$ cat config.mk
export PLATFORM = sky130hd
export DESIGN_NAME = onehot_request_encoder
export DESIGN_NICKNAME = d
export VERILOG_FILES = /design/src/rtl/onehot_request_encoder_pkg.sv /design/src/rtl/onehot_request_encoder_rr_priority_select.sv /design/src/rtl/onehot_request_encoder.sv
export SDC_FILE = /design/constraint.sdc
export NUM_CORES = 1
export LEC_CHECK = 0
export CORE_MARGIN = 4
export CORE_UTILIZATION = 50
export CTS_CLUSTER_SIZE = 28
export DETAILED_ROUTE_END_ITERATION = 6
export GPL_ROUTABILITY_DRIVEN = 0
export PLACE_DENSITY_LB_ADDON = 0.15
export SLEW_MARGIN = 20
export SYNTH_ARGS = -nofsm -noshare
export SYNTH_HDL_FRONTEND = slang
export SYNTH_SLANG_ARGS = --single-unit
$ cat constraint.sdc
create_clock -name clk -period 7.73 [get_ports clk]
set_input_delay 1.546 -clock clk [delete_from_list [all_inputs] [get_ports clk]]
set_output_delay 1.546 -clock clk [all_outputs]
set_load 0.01 [all_outputs]
$ cat src/rtl/onehot_request_encoder_pkg.sv
// Shared definitions for the request encoder and the round-robin arbiters
// in the controller.
package onehot_request_encoder_pkg;

  localparam int REQ_W    = 4;
  localparam int RR_MAX_N = 32;

  // Returns the first set bit of vec[n-1:0] at or above start, wrapping n-1 -> 0.
  // Returns -1 when no bit is set. Assumes start < n <= RR_MAX_N.
  function automatic int rr_first_set(input logic [RR_MAX_N-1:0] vec,
                                      input int start,
                                      input int n);
    int idx;
    int j;
    idx = -1;
    for (int i = 0; i < RR_MAX_N; i++) begin
      if (i < n && idx < 0) begin
        j = start + i;
        if (j >= n) j = j - n;
        if (vec[j]) idx = j;
      end
    end
    return idx;
  endfunction

endpackage

$ cat src/rtl/onehot_request_encoder_rr_priority_select.sv
// Combinational round-robin first-set selector; shared by the controller arbiters.
module rr_priority_select
  import onehot_request_encoder_pkg::*;
#(
  parameter int N = REQ_W,
  parameter int W = $clog2(N)
) (
  input  logic [N-1:0] i_vector,
  input  logic [W-1:0] i_ptr,
  output logic [W-1:0] o_index,
  output logic         o_found
);

  int w_idx;

  always_comb begin
    w_idx = rr_first_set(RR_MAX_N'(i_vector), int'(i_ptr), N);
  end

  assign o_found = (w_idx >= 0);
  assign o_index = o_found ? W'(w_idx) : '0;

endmodule

$ cat src/rtl/onehot_request_encoder.sv
// Sticky multi-hot request capture with round-robin encoding onto a
// valid/ready index stream toward the control-memory sequencer.
//
//   state    | meaning
//   ST_EMPTY | no index presented (code_valid = 0)
//   ST_HOLD  | index presented in code, waiting for code_ready
module onehot_request_encoder
  import onehot_request_encoder_pkg::*;
#(
  parameter int N = REQ_W,
  parameter int W = $clog2(N)
) (
  input  logic         clk,
  input  logic         rst_n,
  input  logic [N-1:0] req,
  input  logic         enable,
  output logic         code_valid,
  output logic [W-1:0] code,
  input  logic         code_ready,
  output logic [N-1:0] pending,
  output logic         busy
);

  typedef enum logic {ST_EMPTY = 1'b0, ST_HOLD = 1'b1} state_t;

  state_t       r_state;
  state_t       w_state_nxt;
  logic [N-1:0] r_pend;
  logic [W-1:0] r_ptr;
  logic [W-1:0] r_code;

  logic [W-1:0] w_sel_idx;
  logic         w_sel_found;
  logic         w_load;
  logic [N-1:0] w_clr;
  logic [W-1:0] w_ptr_nxt;

  rr_priority_select #(.N(N), .W(W)) u_sel (
    .i_vector (r_pend),
    .i_ptr    (r_ptr),
    .o_index  (w_sel_idx),
    .o_found  (w_sel_found)
  );

  // Selection sees only the registered pend; new strobes wait one edge.
  assign w_load    = enable && w_sel_found && ((r_state == ST_EMPTY) || code_ready);
  assign w_clr     = w_load ? ({{(N-1){1'b0}}, 1'b1} << w_sel_idx) : '0;
  assign w_ptr_nxt = (w_sel_idx == W'(N-1)) ? '0 : w_sel_idx + W'(1);

  always_comb begin
    w_state_nxt = r_state;
    case (r_state)
      ST_EMPTY: if (w_load) w_state_nxt = ST_HOLD;
      ST_HOLD:  if (code_ready) w_state_nxt = w_load ? ST_HOLD : ST_EMPTY;
      default:  w_state_nxt = ST_EMPTY;
    endcase
  end

  always_ff @(posedge clk or negedge rst_n) begin
    if (!rst_n) begin
      r_state <= ST_EMPTY;
      r_pend  <= '0;
      r_ptr   <= '0;
      r_code  <= '0;
    end else begin
      r_state <= w_state_nxt;
      // Set wins over clear: a strobe on the granted bit re-arms it.
      r_pend  <= (r_pend & ~w_clr) | req;
      if (w_load) begin
        r_ptr  <= w_ptr_nxt;
        r_code <= w_sel_idx;
      end
    end
  end

  assign code_valid = (r_state == ST_HOLD);
  assign code       = r_code;
  assign pending    = r_pend;
  assign busy       = (|r_pend) || code_valid;

endmodule

# --- After elaboration in Yosys (flattened, before gate mapping) ---
# Index checks and enable logic that the tools add are counted.
classes:
  shift: 1
  reduce_logical: 5
  bitwise: 4
  add_sub_neg: 8
  n_mux: 32
  n_lt_le_gt_ge: 12
  eq_ne: 1
op_table:
  columns: ["op", "count"]
  rows:
  - ["$mux W32", 14]
  - ["$lt A32 B7 Y1 const B", 4]
  - ["$ge A32 B4 Y1 const B", 3]
  - ["$lt A32 B1 Y1 const B", 3]
  - ["$sub A32 B4 Y32 const B", 3]
  - ["$ge A32 B1 Y1 const B", 1]
  - ["$bmux W1 S5", 4]
  - ["$mux W1", 10]
  - ["$add A2 B2 Y3 const B", 2]
  - ["$and A4 B4 Y4", 1]
  - ["$mux W2", 2]
  - ["$mux W4", 1]
  - ["$not A4 Y4", 1]
  - ["$or A4 B4 Y4", 1]
  - ["$reduce_or A4 Y1", 1]
  - ["$shl A1 B2 Y4 const A", 1]
  - ["$sub A2 B3 Y4 const B", 1]
  - ["$add A2 B1 Y3 const B", 1]
  - ["$ge A2 B3 Y1 const B", 1]
  - ["$add A2 B1 Y2 const B", 1]
  - ["$eq A2 B2 Y1 const B", 1]
  - ["$logic_and A1 B1 Y1", 2]
  - ["$logic_or A1 B1 Y1", 2]
  - ["$pmux W1 S2", 1]
  - ["$not A1 Y1", 1]
totals:
  ff_bits: 9
  input_bits: 8
  wordCells: 67

# --- Logic depth before layout (Yosys ltp) ---
logic_depth:
  depth_word: 34
  mapped_depth: 11
  mapped_depth_nobuf: 10

# --- By module ---
# Synthesis repeated with hierarchy kept, for this count alone.
unflattened:
  hier_cells: 75
  area_unflattened_um2: 739.5
modules_own_cells:
  columns: ["module", "n_inst", "cells_each", "area_per_inst_um2", "seq_area_each_um2"]
  rows:
  - ["onehot_request_encoder", 1, 39, 429.2, 225.2]
  - ["rr_priority_select", 1, 36, 310.3, 0.0]

# --- Least setup slack after synthesis ---
# Ideal clock, no wire load.
synth_timing:
  path_type: "reg2reg"
  startpoint: "reg r_ptr[0]"
  endpoint: "reg r_pend[1] (netlist: pending[1])"
  setup_slack_ns: 5.279
  n_path_buf: 1
  stages_incl_launch_ff: 12
  t_arrival_ns: 2.333
  setup_time_ns: 0.118
  synth_period_minus_slack_ns: 2.451
  path_cell_list: "dfrtp_1 -> buf_6 -> inv_1 -> ha_1 -> nor3b_1 -> nor3_2 -> a2bb2oi_2 -> mux2i_1 -> and2_1 -> ha_1 -> nand2_2 -> a21o_1"
synth_between:
  elab_chain_cells: 20
  elab_cells_between_ends: 49
  cone_classes: "add/sub (7); order compare (8); shift (1); mux (28); bitwise (3); reduce/logical (2)"
synth_rtl:
  columns: ["item", "line", "rtl"]
  rows:
  - ["from (decl)", "onehot_request_encoder.sv:29", "logic [W-1:0] r_ptr;"]
  - ["from (signal assigned)", "onehot_request_encoder.sv:70", "r_ptr <= w_ptr_nxt;"]
  - ["$add A2 B1 Y3", "onehot_request_encoder_pkg.sv:18", "j = start + i;"]
  - ["$sub A32 B4 Y32 or $ge A32 B4 Y1 (tied branches)", "onehot_request_encoder_pkg.sv:19", "if (j >= n) j = j - n;"]
  - ["$mux W32", "onehot_request_encoder_pkg.sv:19", null]
  - ["$mux W32", "onehot_request_encoder_pkg.sv:17", "if (i < n && idx < 0) begin"]
  - ["$bmux W1 S5", "onehot_request_encoder_pkg.sv:20", "if (vec[j]) idx = j;"]
  - ["$mux W1 (not written as such) (2 in series)", "onehot_request_encoder_pkg.sv:20", null]
  - ["$mux W32", "onehot_request_encoder_pkg.sv:20", null]
  - ["$mux W32", "onehot_request_encoder_pkg.sv:17", null]
  - ["[... 4 more ...]", null, null]
  - ["$ge A32 B1 Y1", "onehot_request_encoder_rr_priority_select.sv:20", "assign o_found = (w_idx >= 0);"]
  - ["$mux W2 (*)", "onehot_request_encoder_rr_priority_select.sv:21", "assign o_index = o_found ? W'(w_idx) : '0;"]
  - ["via u_sel.o_index[0]", "onehot_request_encoder_rr_priority_select.sv:10", "output logic [W-1:0] o_index,"]
  - ["$shl A1 B2 Y4 (*)", "onehot_request_encoder.sv:47", "assign w_clr = w_load ? ({{(N-1){1'b0}}, 1'b1} << w_sel_idx) : '0;"]
  - ["$mux W4 (*)", "onehot_request_encoder.sv:47", null]
  - ["$not A4 Y4 (*)", "onehot_request_encoder.sv:68", "r_pend <= (r_pend & ~w_clr) | req;"]
  - ["$and A4 B4 Y4 (*)", "onehot_request_encoder.sv:68", null]
  - ["$or A4 B4 Y4 (*)", "onehot_request_encoder.sv:68", null]
  - ["to (signal assigned)", "onehot_request_encoder.sv:68", null]
  - ["to (decl)", "onehot_request_encoder.sv:28", "logic [N-1:0] r_pend;"]
# The timed path passes the listed nets; every way through them passes the cells marked *. The select of a mux whose other input is x is not followed.
# A chain may end at the register's enable or synchronous reset.

# --- Worst setup path in the final report ---
layout_timing:
  startpoint: "reg r_pend[3] (netlist: pending[3])"
  endpoint: "out busy"
layout_between:
  elab_chain_cells: 2
layout_rtl:
  columns: ["item", "line", "rtl"]
  rows:
  - ["$reduce_or A4 Y1", "onehot_request_encoder.sv:79", "assign busy = (|r_pend) || code_valid;"]
  - ["$logic_or A1 B1 Y1", "onehot_request_encoder.sv:79", null]
  - ["to (decl)", "onehot_request_encoder.sv:21", "output logic busy"]
# Every way passes these cells.

==> flow_summary.json <==
{
  "status": "finished clean",
  "insertion_delay_ps": 260,
  "clk_pin_slew_ps": 70,
  "synth_cell_types": 25,
  "viasPerCell": 5.54,
  "drtIter0Drc": 10,
  "pre_cts_ws_ps": 4540,
  "grt_overflow": 0,
  "grt_first_pass_wirelength_um": 2370,
  "synth_top_cell_area_share_pct": 30.8,
  "synth_nets": 90,
  "worstPathRequired_ps": 6180,
  "wl_um": 1440,
  "yosysTopAreaCell": "dfrtp_1",
  "syn_area_per_cell_um2": 10.0,
  "hold_buffers": 0,
  "cts_buffers": 3,
  "syn2layout_area_growth_pct": 23.6,
  "synth_edf_count": 0,
  "postCtsSetupRepairBufs": 0,
  "hold_path_class": "reg -> reg",
  "first_pass_iters": 4,
  "cts_tree": "built",
  "cpPeakStageDelay_ps": 490,
  "root_buffer": "clkbuf_4",
  "dieArea_um2": 2140,
  "fp-row-count": 13,
  "wl_per_cell_um": 13.7,
  "cts_sinks": 9,
  "cts_resized": 0,
  "end_kind": "output port",
  "p_leak_uw": 0.000391,
  "num_vias": 582,
  "crit_chain": "nor3_1, nand2_1, clkdlybuf4s50_1",
  "worst_path_dominant_cell_family": "flip-flops",
  "hp-start": "code[0]",
  "ir_drop_uv": 228,
  "drive_above_1_share_pct": 13.3,
  "ys_seq_area_share_pct": 30.8,
  "ys_ff_latch": 9,
  "track_usage_pct": 15.4,
  "crit_path_top_delay_cell": "dfrtp_1",
  "die_w_um": 46.3,
  "antenna_found_initial": 0,
  "startpoint_type": "register",
  "critPathBufInv": 1,
  "slew_headroom_pct": 58.2,
  "min_period_over_period_pct": 39.5,
  "yosys_warnings": 0,
  "clockBufferDepth": 2,
  "io_pins": 16,
  "fmax_mhz": 328,
  "hpwl_um": 1130,
  "finalPower_uw": 338,
  "fin_setup_tns_ps": 0,
  "drc_errors": 0,
  "timing.rr.start": "r_ptr[0]",
  "core_area_um2": 1330,
  "arrival_ps": 1500,
  "ys_async_sr_fraction_pct": 100,
  "netlist_top_cells_count": "dfrtp_1 (9), ha_1 (9), nand2_1 (8)",
  "setup_ws_ps": 4680,
  "hold_viol_final": 0,
  "fin_crit_ps": 3050,
  "syn_area_um2": 732,
  "clock_skew_ps": 11.4,
  "max-cap-violations": 0,
  "synth_ff_type": "dfrtp_1",
  "grt_max_degree": 16,
  "start_util_pct": 54.9,
  "setup_viol": 0,
  "grt_setup_unrepaired": "no",
  "drv_slew": 0,
  "die_y_um": 46.3,
  "finalNetCount": 108,
  "ys_top_cells_by_area": "dfrtp_1 (31%), ha_1 (15%), mux4_1 (7.2%)",
  "ant_nets": 0,
  "cp_max_fo": 8,
  "fin_util_pct": 67.8,
  "setup.worst_path.start": "pending[3]",
  "worstSetupPathType": "reg -> out",
  "syn_inst": 73,
  "n_antenna_cell": 0,
  "powerDensity_nw_per_um2": 373,
  "grt_pass1_vias": 520,
  "port_buffers": 15,
  "cts-htree-levels": 1,
  "tightest_slew_ps": 625
}
==> report_power, final <==
group	internal, uW	switching (uW)
Sequential	63.5	35.6
Clock	19.9	16.8
Combinational	103	99.0
Total	187	151
==> flip-flops by register name, summed over array words and instances, names as in the netlist <==
name and count:
r_ptr 2, code_valid 1, code 2, pending 4
==> per-stage QoR <==
step / hold slack, ps / cell area (um^2) / std cells
floorplan: 551 / 732 / 73
global placement: 501 / 878 / 101
detailed placement: 499 / 878 / 101
CTS: 514 / 905 / 105
global route: 532 / 905 / 105
finish: 515 / 905 / 105
==> path summary, 6_finish.rpt <==
path / endpoint / slack, ps / cells after the start
setup / recovery: busy / 4680 / 3
hold / removal: code[0] / 510 / 1
setup reg to reg: pending[3] / 4740 / 10
hold reg to reg: code[0] / 510 / 1
max in group asynchronous: pending[2] / 5850 / 1
min in group asynchronous: code[1] / 1580 / 1
==> per-layer routing <==
metal  vias to the layer above  wire length (um)  track usage, %
li1                        291                 -               -
met1                       274               668            22.2
met2                        17               689            23.1
met3                         0                80            3.52
met4                         0                 0            3.41
met5                         -                 0               0
==> cell families (layout without fill, tap and decap cells) <==
| group | count (synthesis) | in the layout | share of synthesized area (%) |
|---|---|---|---|
| flops | 9 | 9 | 30.8 |
| mux | 8 | 8 | 15.6 |
| fa+ha+maj | 9 | 9 | 15.4 |
| compound gates | 16 | 16 | 15.0 |
| buf+inv | 5 | 22 | 4.62 |
| simple gates | 26 | 26 | 18.6 |
==> cell usage in the layout (no fill, tap or decap), types with 2 or more instances in the layout <==
cell	instances
o21ai_0	3
nor3_1	2
a21oi_1	5
nand2_2	4
ha_1	9
nor2_1	5
nand2_1	8
inv_1	3
clkbuf_4	3
mux2i_1	5
mux4_1	2
dfrtp_1	9
a21o_1	4
clkdlybuf4s50_1	15
==> area by class of cell <==
class                           count  area (um^2)
Timing Repair Buffer               15          150
Tap cell                           15         18.8
Multi-Input combinational cell     59          473
Sequential cell                     9          225
Clock buffer                        4         26.3
Fill cell                         106          429
Inverter                            3         11.3
Note: power is estimated with default switching activity, not from simulation.
